<file path="src/rtl/fetch_buffer_if.sv">
// Fetch-side bundle between the core and the fetch buffer: PC control,
// instruction-memory request/response and the decoder handshake.
interface fetch_buffer_if;
    logic [7:0] fetch_pc;
    logic       flush;
    logic       imem_req;
    logic [7:0] imem_addr;
    logic       imem_rvalid;
    logic [7:0] imem_rdata;
    logic       pc_hold;
    logic       dec_valid;
    logic [7:0] dec_instr;
    logic [7:0] dec_pc;
    logic       dec_ready;

    // master: surrounding core and memory; slave: the fetch buffer itself
    modport master (
        output fetch_pc, flush, imem_rvalid, imem_rdata, dec_ready,
        input  imem_req, imem_addr, pc_hold, dec_valid, dec_instr, dec_pc
    );

    modport slave (
        input  fetch_pc, flush, imem_rvalid, imem_rdata, dec_ready,
        output imem_req, imem_addr, pc_hold, dec_valid, dec_instr, dec_pc
    );
endinterface

</file>
<file path="src/rtl/fetch_buffer.sv">
// Instruction fetch buffer: credit-limited memory requests, in-order tag queue,
// and a {pc, instr} FIFO feeding the decoder; flushes drop in-flight responses.
module fetch_buffer #(
    parameter int DEPTH = 4
) (
    input  logic          clk,
    input  logic          reset,
    fetch_buffer_if.slave bus
);
    localparam int CW = $clog2(DEPTH) + 1;

    logic [CW-1:0] occ_q, occ_d;
    logic [CW-1:0] out_q, out_d;
    logic [CW-1:0] disc_q, disc_d;
    logic [CW-1:0] fifo_wr_q, fifo_wr_d;
    logic [CW-1:0] fifo_rd_q, fifo_rd_d;
    logic [CW-1:0] tag_wr_q, tag_wr_d;
    logic [CW-1:0] tag_rd_q, tag_rd_d;

    logic [7:0] fifo_pc_q    [DEPTH];
    logic [7:0] fifo_instr_q [DEPTH];
    logic [7:0] tag_pc_q     [DEPTH];

    logic [DEPTH-1:0] fifo_head_hit;
    logic [DEPTH-1:0] tag_head_hit;
    logic [7:0]       head_pc;
    logic [7:0]       head_instr;
    logic [7:0]       tag_head;

    logic [CW:0] in_use;
    logic        credit_ok;
    logic        issue;
    logic        rsp_ok;
    logic        push;
    logic        stale;
    logic        pop;
    logic        dec_valid_int;

    function automatic logic [CW-1:0] ptr_inc(input logic [CW-1:0] p);
        return (p == CW'(DEPTH - 1)) ? '0 : p + CW'(1);
    endfunction

    // Entries held plus requests still owed by memory must never exceed DEPTH
    assign in_use    = {1'b0, occ_q} + {1'b0, out_q};
    assign credit_ok = in_use < (CW+1)'(DEPTH);
    assign issue     = !bus.flush && credit_ok;

    // A response with nothing outstanding is a protocol error and is ignored
    assign rsp_ok        = bus.imem_rvalid && (out_q != '0);
    assign push          = rsp_ok && !bus.flush && (disc_q == '0);
    assign stale         = rsp_ok && (bus.flush || (disc_q != '0));
    assign dec_valid_int = (occ_q != '0);
    assign pop           = dec_valid_int && bus.dec_ready && !bus.flush;

    for (genvar gi = 0; gi < DEPTH; gi++) begin : g_head_sel
        assign fifo_head_hit[gi] = (fifo_rd_q == CW'(gi));
        assign tag_head_hit[gi]  = (tag_rd_q == CW'(gi));
    end

    always_comb begin
        head_pc    = '0;
        head_instr = '0;
        tag_head   = '0;
        for (int i = 0; i < DEPTH; i++) begin
            if (fifo_head_hit[i]) begin
                head_pc    = fifo_pc_q[i];
                head_instr = fifo_instr_q[i];
            end
            if (tag_head_hit[i]) begin
                tag_head = tag_pc_q[i];
            end
        end
    end

    always_comb begin
        occ_d     = occ_q;
        disc_d    = disc_q;
        fifo_wr_d = fifo_wr_q;
        fifo_rd_d = fifo_rd_q;
        tag_wr_d  = issue  ? ptr_inc(tag_wr_q) : tag_wr_q;
        tag_rd_d  = rsp_ok ? ptr_inc(tag_rd_q) : tag_rd_q;
        out_d     = out_q + CW'(issue) - CW'(rsp_ok);

        if (bus.flush) begin
            // Everything still owed after this cycle belongs to the wrong path
            occ_d     = '0;
            fifo_rd_d = fifo_wr_q;
            disc_d    = out_q - CW'(rsp_ok);
        end else begin
            if (push) begin
                fifo_wr_d = ptr_inc(fifo_wr_q);
            end
            if (pop) begin
                fifo_rd_d = ptr_inc(fifo_rd_q);
            end
            occ_d = occ_q + CW'(push) - CW'(pop);
            if (stale) begin
                disc_d = disc_q - CW'(1);
            end
        end
    end

    always_ff @(posedge clk or negedge reset) begin
        if (!reset) begin
            occ_q     <= '0;
            out_q     <= '0;
            disc_q    <= '0;
            fifo_wr_q <= '0;
            fifo_rd_q <= '0;
            tag_wr_q  <= '0;
            tag_rd_q  <= '0;
        end else begin
            occ_q     <= occ_d;
            out_q     <= out_d;
            disc_q    <= disc_d;
            fifo_wr_q <= fifo_wr_d;
            fifo_rd_q <= fifo_rd_d;
            tag_wr_q  <= tag_wr_d;
            tag_rd_q  <= tag_rd_d;
        end
    end

    // Storage carries no reset; validity is tracked by the counters above
    always_ff @(posedge clk) begin
        for (int i = 0; i < DEPTH; i++) begin
            if (issue && (tag_wr_q == CW'(i))) begin
                tag_pc_q[i] <= bus.fetch_pc;
            end
            if (push && (fifo_wr_q == CW'(i))) begin
                fifo_pc_q[i]    <= tag_head;
                fifo_instr_q[i] <= bus.imem_rdata;
            end
        end
    end

    assign bus.imem_req  = reset && issue;
    assign bus.pc_hold   = !bus.imem_req;
    assign bus.imem_addr = bus.fetch_pc;
    assign bus.dec_valid = dec_valid_int;
    assign bus.dec_instr = dec_valid_int ? head_instr : 8'h00;
    assign bus.dec_pc    = dec_valid_int ? head_pc    : 8'h00;

endmodule

</file>
<file path="src/flat_wrapper.sv">
// flat-port wrapper written by rule: the top's interface ports become plain ports
module fetch_buffer_flat 
#(
    parameter int DEPTH = 4
)
  (clk, reset, bus_fetch_pc, bus_flush, bus_imem_rvalid, bus_imem_rdata, bus_dec_ready, bus_imem_req, bus_imem_addr, bus_pc_hold, bus_dec_valid, bus_dec_instr, bus_dec_pc);
  fetch_buffer_if bus_i ();
  input  logic clk;
  input  logic reset;
  input wire logic [$bits(bus_i.fetch_pc)-1:0] bus_fetch_pc;
  input wire logic [$bits(bus_i.flush)-1:0] bus_flush;
  input wire logic [$bits(bus_i.imem_rvalid)-1:0] bus_imem_rvalid;
  input wire logic [$bits(bus_i.imem_rdata)-1:0] bus_imem_rdata;
  input wire logic [$bits(bus_i.dec_ready)-1:0] bus_dec_ready;
  output wire logic [$bits(bus_i.imem_req)-1:0] bus_imem_req;
  output wire logic [$bits(bus_i.imem_addr)-1:0] bus_imem_addr;
  output wire logic [$bits(bus_i.pc_hold)-1:0] bus_pc_hold;
  output wire logic [$bits(bus_i.dec_valid)-1:0] bus_dec_valid;
  output wire logic [$bits(bus_i.dec_instr)-1:0] bus_dec_instr;
  output wire logic [$bits(bus_i.dec_pc)-1:0] bus_dec_pc;
  assign bus_i.fetch_pc = bus_fetch_pc;
  assign bus_i.flush = bus_flush;
  assign bus_i.imem_rvalid = bus_imem_rvalid;
  assign bus_i.imem_rdata = bus_imem_rdata;
  assign bus_i.dec_ready = bus_dec_ready;
  assign bus_imem_req = bus_i.imem_req;
  assign bus_imem_addr = bus_i.imem_addr;
  assign bus_pc_hold = bus_i.pc_hold;
  assign bus_dec_valid = bus_i.dec_valid;
  assign bus_dec_instr = bus_i.dec_instr;
  assign bus_dec_pc = bus_i.dec_pc;
  fetch_buffer #(.DEPTH(DEPTH)) u_core (.clk(clk), .reset(reset), .bus(bus_i));
endmodule
</file>
<file path="config.mk">
export PLATFORM = sky130hd
export DESIGN_NAME = fetch_buffer_flat
export DESIGN_NICKNAME = d
export VERILOG_FILES = /design/src/rtl/fetch_buffer_if.sv /design/src/rtl/fetch_buffer.sv /design/src/flat_wrapper.sv
export SDC_FILE = /design/constraint.sdc
export NUM_CORES = 1
export LEC_CHECK = 0
export ABC_AREA = 1
export BUFFER_PORTS_ARGS = -buffer_cell sky130_fd_sc_hd__buf_2
export CAP_MARGIN = 10
export CORE_MARGIN = 1
export CORE_UTILIZATION = 59
export CTS_BUF_LIST = sky130_fd_sc_hd__clkbuf_16
export CTS_CLUSTER_DIAMETER = 150
export DETAILED_ROUTE_END_ITERATION = 10
export GPL_TIMING_DRIVEN = 0
export PLACE_DENSITY_LB_ADDON = 0.08
export SETUP_SLACK_MARGIN = 0.1
export SLEW_MARGIN = 15
export SYNTH_ARGS = -nofsm -noshare
export SYNTH_HDL_FRONTEND = slang
export SYNTH_SLANG_ARGS = --single-unit
export TNS_END_PERCENT = 100
</file>
<file path="constraint.sdc">
create_clock -name clk -period 2.4 [get_ports clk]
set_input_delay 0.24 -clock clk [delete_from_list [all_inputs] [get_ports clk]]
set_output_delay 0.24 -clock clk [all_outputs]
set_load 0.02 [all_outputs]
</file>
---- Word-level counts from Yosys, hierarchy flattened ----
Memory sizes are Yosys's and may differ from the RTL's.
Index checks and enable logic that the tools add are counted.
Widths: inputs -> output; s select.
operators by class
  bitwise logic cells ..................... 1
  magnitude comparators ................... 1
  mux-type cells .......................... 66
  $add $sub $neg .......................... 11
  equal/unequal tests ..................... 12
  reductions and logical operators ........ 39
operators by type and width
  cell                 number
  $mux 8               23
  $reduce_or 8->1      9
  $mux 3               9
  $mux 1               25
  $eq 3x2->1 const B   8
  $mux 2               9
  $logic_and 1x1->1    16
  $logic_not 3->1      5
  $add 3x1->3 const B  4
  $eq 3x1->1 const B   4
  $reduce_bool 3->1    3
  $sub 3x1->3          3
  $add 3x1->3          2
  $add 3x3->4          1
  $lt 4x3->1 const B   1
  $reduce_bool 2->1    2
  $sub 3x1->3 const B  1
  $logic_not 1->1      2
  $reduce_and 2->1     1
  $logic_or 1x1->1     1
  $not 1->1            1
storage, ports and cells
  memories kept ........................... 3
  register bits ........................... 21
  output and inout port bits .............. 27
  RAM bits ................................ 96
  logic and storage cells ................. 140
memories
  name                 words  bits a word  rd ports  clocked after memory_dff  wr ports  RTL line            text
  u_core.fifo_instr_q  4      8            4         0                         1         fetch_buffer.sv:21  logic [7:0] fifo_instr_q [DEPTH];
  u_core.fifo_pc_q     4      8            4         0                         1         fetch_buffer.sv:20  logic [7:0] fifo_pc_q [DEPTH];
  u_core.tag_pc_q      4      8            4         0                         1         fetch_buffer.sv:22  logic [7:0] tag_pc_q [DEPTH];

---- Depth between registers and ports, before layout ----
  word-level depth ........................ 11
  mapped depth ............................ 11

---- Least setup slack after synthesis ----
OpenSTA, ideal clock, no wires.
  path kind ............................... reg2reg
  from .................................... register u_core.out_q[1]
  to ...................................... register u_core.out_q[2]
  path slack .............................. 0.322 ns
  period minus slack after synthesis ...... 2.078 ns
  path buffers ............................ 0
  setup time .............................. 0.129 ns
  arrival ................................. 1.950 ns
  cell stages (with the launch flop) ...... 12
  path through ............................ dfrtp_1 > nor2_1 > nand2_1 > nand2_1 > inv_1 > ha_1 > inv_1 > ha_1 > inv_1 > fa_1 > xnor2_1 > xor2_1
on the way
  longest elaborated chain between the ends .. 5
  elaborated cells between the ends (all ways) .. 7
ends and longest elaborated chain
  what                       RTL line             text
  from (decl)                fetch_buffer.sv:13   logic [CW-1:0] out_q, out_d;
  from (signal assigned)     fetch_buffer.sv:114  out_q <= out_d;
  $add 3x3->4                fetch_buffer.sv:44   assign in_use = {1'b0, occ_q} + {1'b0, out_q};
  $lt 4x3->1                 fetch_buffer.sv:45   assign credit_ok = in_use < (CW+1)'(DEPTH);
  $logic_and 1x1->1          fetch_buffer.sv:46   assign issue = !bus.flush && credit_ok;
  $add 3x1->3                fetch_buffer.sv:82   out_d = out_q + CW'(issue) - CW'(rsp_ok);
  $sub 3x1->3 (*)            fetch_buffer.sv:82
  named net u_core.out_d[2]  fetch_buffer.sv:13
Mark *: on every way through the listed nets, which the timed path passes. The rest lies on a longest branch.
A chain may end at the register's enable or synchronous reset.

---- Worst setup path in the final report ----
  from .................................... register u_core.fifo_rd_q[1]
  to ...................................... output bus_dec_instr[7]
on the way
  longest elaborated chain between the ends .. 6
  elaborated cells between the ends (all ways) .. 9
ends and longest elaborated chain
  what                    RTL line             text
  from (decl)             fetch_buffer.sv:16   logic [CW-1:0] fifo_rd_q, fifo_rd_d;
  from (signal assigned)  fetch_buffer.sv:117  fifo_rd_q <= fifo_rd_d;
  $logic_not 3->1         fetch_buffer.sv:56   assign fifo_head_hit[gi] = (fifo_rd_q == CW'(gi));
  $mux 8 (3 in a row)     fetch_buffer.sv:65   if (fifo_head_hit[i]) begin
  $mux 8 (*)              fetch_buffer.sv:65
  $mux 8 (*)              fetch_buffer.sv:140  assign bus.dec_instr = dec_valid_int ? head_instr : 8'h00;
  to (decl)               flat_wrapper.sv:19   output wire logic [$bits(bus_i.dec_instr)-1:0] bus_dec_instr;
Mark *: on every way between the ends. The rest lies on a longest branch, timed or not.

==> reports/qor.yml <==
status:
  status: "finished, final reports clean"
cts:
  cts_buffers: 17
  cts.path.max_buffers: 2
  cts_tree: "built"
  clkTransAtPathRegs_ns: 0.05
  ctsHtreeMaxLevel: 4
  clkSinkCount: 117
  root_buffer: "clkbuf_16"
  clk_latency_ns: 0.41
synthesis:
  synth_nets: 580
  ys_seq_elements: 117
  seq_area_frac_synth_pct: 61.70
  ys_types: 24
  avgSynthCellArea_sq_um: 10.40
  synth_edf_count: 96
  ys.warnings.count: 0
  yosysMostFrequentCell: "nand2_1"
  syn_inst: 531
  async_reset_ff_share_pct: 17.95
  yosys.area.top_type_share_pct: 52.19
  synthTopCellsByCount: "123 x nand2_1, 96 x edfxtp_1, 78 x nand3_1"
  yosys-top-cells-area: "edfxtp_1 52%, dfrtp_1 9.5%, nand2_1 8.4%, nand3_1 7.1%, ha_1 5.9%"
  synthFlopType: "edfxtp_1"
  syn_area_sq_mm: 0.005524
  yosysTopAreaCell: "edfxtp_1"
sta:
  rsz0062_at_grt: "yes"
  final_max_slew_viol_count: 0
  tightest_slew_ns: 0.7063
  fin_skew_ns: 0.01285
  max-slew-margin-rel_pct: 52.74
  setup_viol: 0
  worst_slack_ns: 0.1814
  fin_crit_sh_pct: 92.44
  period_minus_slack_ns: 2.219
  finalHoldViolCount: 0
  max_freq_ghz: 0.4507
  fin_tns_setup_ns: 0
global_route:
  grt_pass1_vias: 3862
  grt_overflow: 0
  grt_max_degree: 23
  antenna_found_initial: 0
  grt_use_total_pct: 24.79
  grt_pass1_wl_um: 17880
setup_path:
  endpoint: "bus_dec_instr[7]"
  critPathLaunch: "u_core.fifo_rd_q[1]$_DFFE_PN0P_"
  crit_arrival_ns: 1.98
  rr_worst_depth: 7
  required_ns: 2.16
  r2r_slack_ns: 0.22
  crit_fanout: 8
  cp-start-kind: "flop"
  timing.rr.start: "u_core.disc_q[0]$_DFFE_PN0P_"
  crit_type: "reg2out"
  r2r_end: "u_core.fifo_pc_q[1][1]$_DFFE_PP_"
  critPathCaptureType: "primary output"
detailed_routing:
  vias_per_cell: 5.311
  drt_pass1_iterations: 5
  wl_per_cell_um: 15.28
  wirelength_um: 11140
  first_iter_violations: 181
  vias: 3872
  ant_nets: 0
  drc_errors: 0
power:
  ir_worst_vdd_v: 0.0007603
  p_per_area_mw_per_mm2: 1217
  power.leakage_nw: 2.938
finish:
  areaGrowthSynthToFinish_pct: 20.29
  drive_gt1_share_pct: 21.74
  num_antenna_cells: 0
  finalInstanceArea_sq_mm: 0.006645
  layout.nets: 657
  post-route-util_pct: 74.74
  fillCellCount: 589
worst_hold_path:
  holdCritPathClass: "in2reg"
floorplanning:
  num_rows: 34
  die_area_sq_mm: 0.009754
  initial_core_util_pct: 62.13
  die_h_um: 98.76
  num_io_pins: 48
  die_w_um: 98.76
  core_area_sq_mm: 0.008891
place:
  detailed_place_hpwl_um: 7218
  placed_area_sq_mm: 0.005946
  routabilityCongestion: 0.7961
  port_buffers: 47
  place_ws_ns: 0.02546
run:
  maxCapViolCount: 0
-- worst min path at each step --
stage,slack (ns),startpoint,to,cells past startpoint
6_report,0.05,bus_imem_rdata[2],u_core.fifo_instr_q[3][2]$_DFFE_PP_,1
2_1_floorplan,-0.06,reset,u_core.disc_q[0]$_DFFE_PN0P_,0
4_1_cts,0.04,bus_imem_rdata[2],u_core.fifo_instr_q[3][2]$_DFFE_PP_,1
3_5_place_dp,0.25,reset,u_core.tag_wr_q[0]$_DFFE_PN0P_,1
3_3_place_gp,0.23,reset,u_core.tag_wr_q[0]$_DFFE_PN0P_,1
5_1_grt,0.05,bus_imem_rdata[1],u_core.fifo_instr_q[1][1]$_DFFE_PP_,1
-- layout make-up --
cell class              instances  area (sq um)  area share (%)
plain buffers                  26         207.7           3.126
multi-input cells             312          1700           25.59
clock buffers                  17         425.4           6.402
flip-flops and latches        117          3410           51.31
repair buffers                 58         350.3           5.272
well taps                     108         135.1           2.034
clock inverters                15         128.9           1.939
inverters                      76         287.8           4.331
-- where the power goes --
| group | total [mW] | switching, mW | leakage (nW) | internal, mW |
|---|---|---|---|---|
| clock | 2.34 | 0.913 | 0.268 | 1.42 |
| combinational | 2.91 | 1.90 | 1.55 | 1.01 |
| sequential | 2.84 | 0.185 | 1.12 | 2.65 |
| total | 8.08 | 3.00 | 2.94 | 5.09 |
-- per-layer routing --
metal	up-vias	part of all wire, %	GRT usage (%)
met1	1824	41	28.44
met3	11	6.2	6.809
met4	0	1.0	11.83
li1	1910	-	-
met2	127	52	43.09
met5	-	0	0
-- metrics by stage --
| stage | hold slack [ns] | cells | total power [mW] |
|---|---|---|---|
| 2_1_floorplan | -0.05559 | 531 | 4.777 |
| 3_3_place_gp | 0.2347 | 686 | 5.405 |
| 3_5_place_dp | 0.2484 | 689 | 5.521 |
| 4_1_cts | 0.03964 | 722 | 7.938 |
| 5_1_grt | 0.04607 | 729 | 8.580 |
| 6_report | 0.04879 | 729 | 8.084 |
-- kinds of logic (layout without fill, tap and decap cells) --
| kind of cell | after synthesis | after routing | share of synthesized area [%] |
|---|---|---|---|
| buffers and inverters | 102 | 192 | 8.313 |
| flip-flops | 117 | 117 | 61.70 |
| adder cells (fa/ha/maj) | 28 | 28 | 6.614 |
| AND/OR/NAND/NOR | 225 | 225 | 17.73 |
| multiplexers | 1 | 1 | 0.1812 |
| AO/OA/AOI/OAI | 55 | 55 | 4.983 |
| XOR/XNOR | 3 | 3 | 0.4757 |
-- cells in the final DEF (no fill, tap or decap), types with 3 or more instances in the layout --
master / Yosys / layout
nand2_1: 123 / 122
o21ai_0: 34 / 34
clkinv_2: 0 / 4
nor2_1: 17 / 13
edfxtp_1: 96 / 96
buf_2: 7 / 48
inv_6: 0 / 5
inv_1: 73 / 71
nor2_2: 0 / 3
buf_8: 0 / 4
dfrtp_1: 21 / 20
ha_1: 26 / 24
clkinvlp_4: 0 / 3
clkbuf_16: 0 / 17
nand3_1: 78 / 76
buf_6: 1 / 6
inv_2: 2 / 4
buf_4: 15 / 22
a21oi_1: 21 / 20
nor2_4: 2 / 3
-- flip-flops by register name, summed over array words and instances (netlist names) --
register / cells
u_core.fifo_wr_q: 3
u_core.fifo_rd_q: 3
u_core.disc_q: 3
u_core.out_q: 3
u_core.tag_rd_q: 3
u_core.occ_q: 3
u_core.tag_wr_q: 3
u_core.tag_pc_q: 32
u_core.fifo_instr_q: 32
u_core.fifo_pc_q: 32
-- critical path, stage by stage, from the launching register on --
cell     delay (ns)
dfrtp_1        0.42
inv_1          0.11
ha_2           0.20
inv_1          0.07
nor2_4         0.23
buf_4          0.17
nand2_1        0.04
nand3_1        0.10
a21oi_1        0.08
buf_2          0.16
-- what timing repair did --
item	CTS	global route
hold endpoints to repair	21	0
hold buffers	1	0
setup buffers	0	6
pin swaps	0	3
setup endpoints to repair	14	33
cloned	0	1
resized for setup	9	19
(Power assumes the default switching activity.)
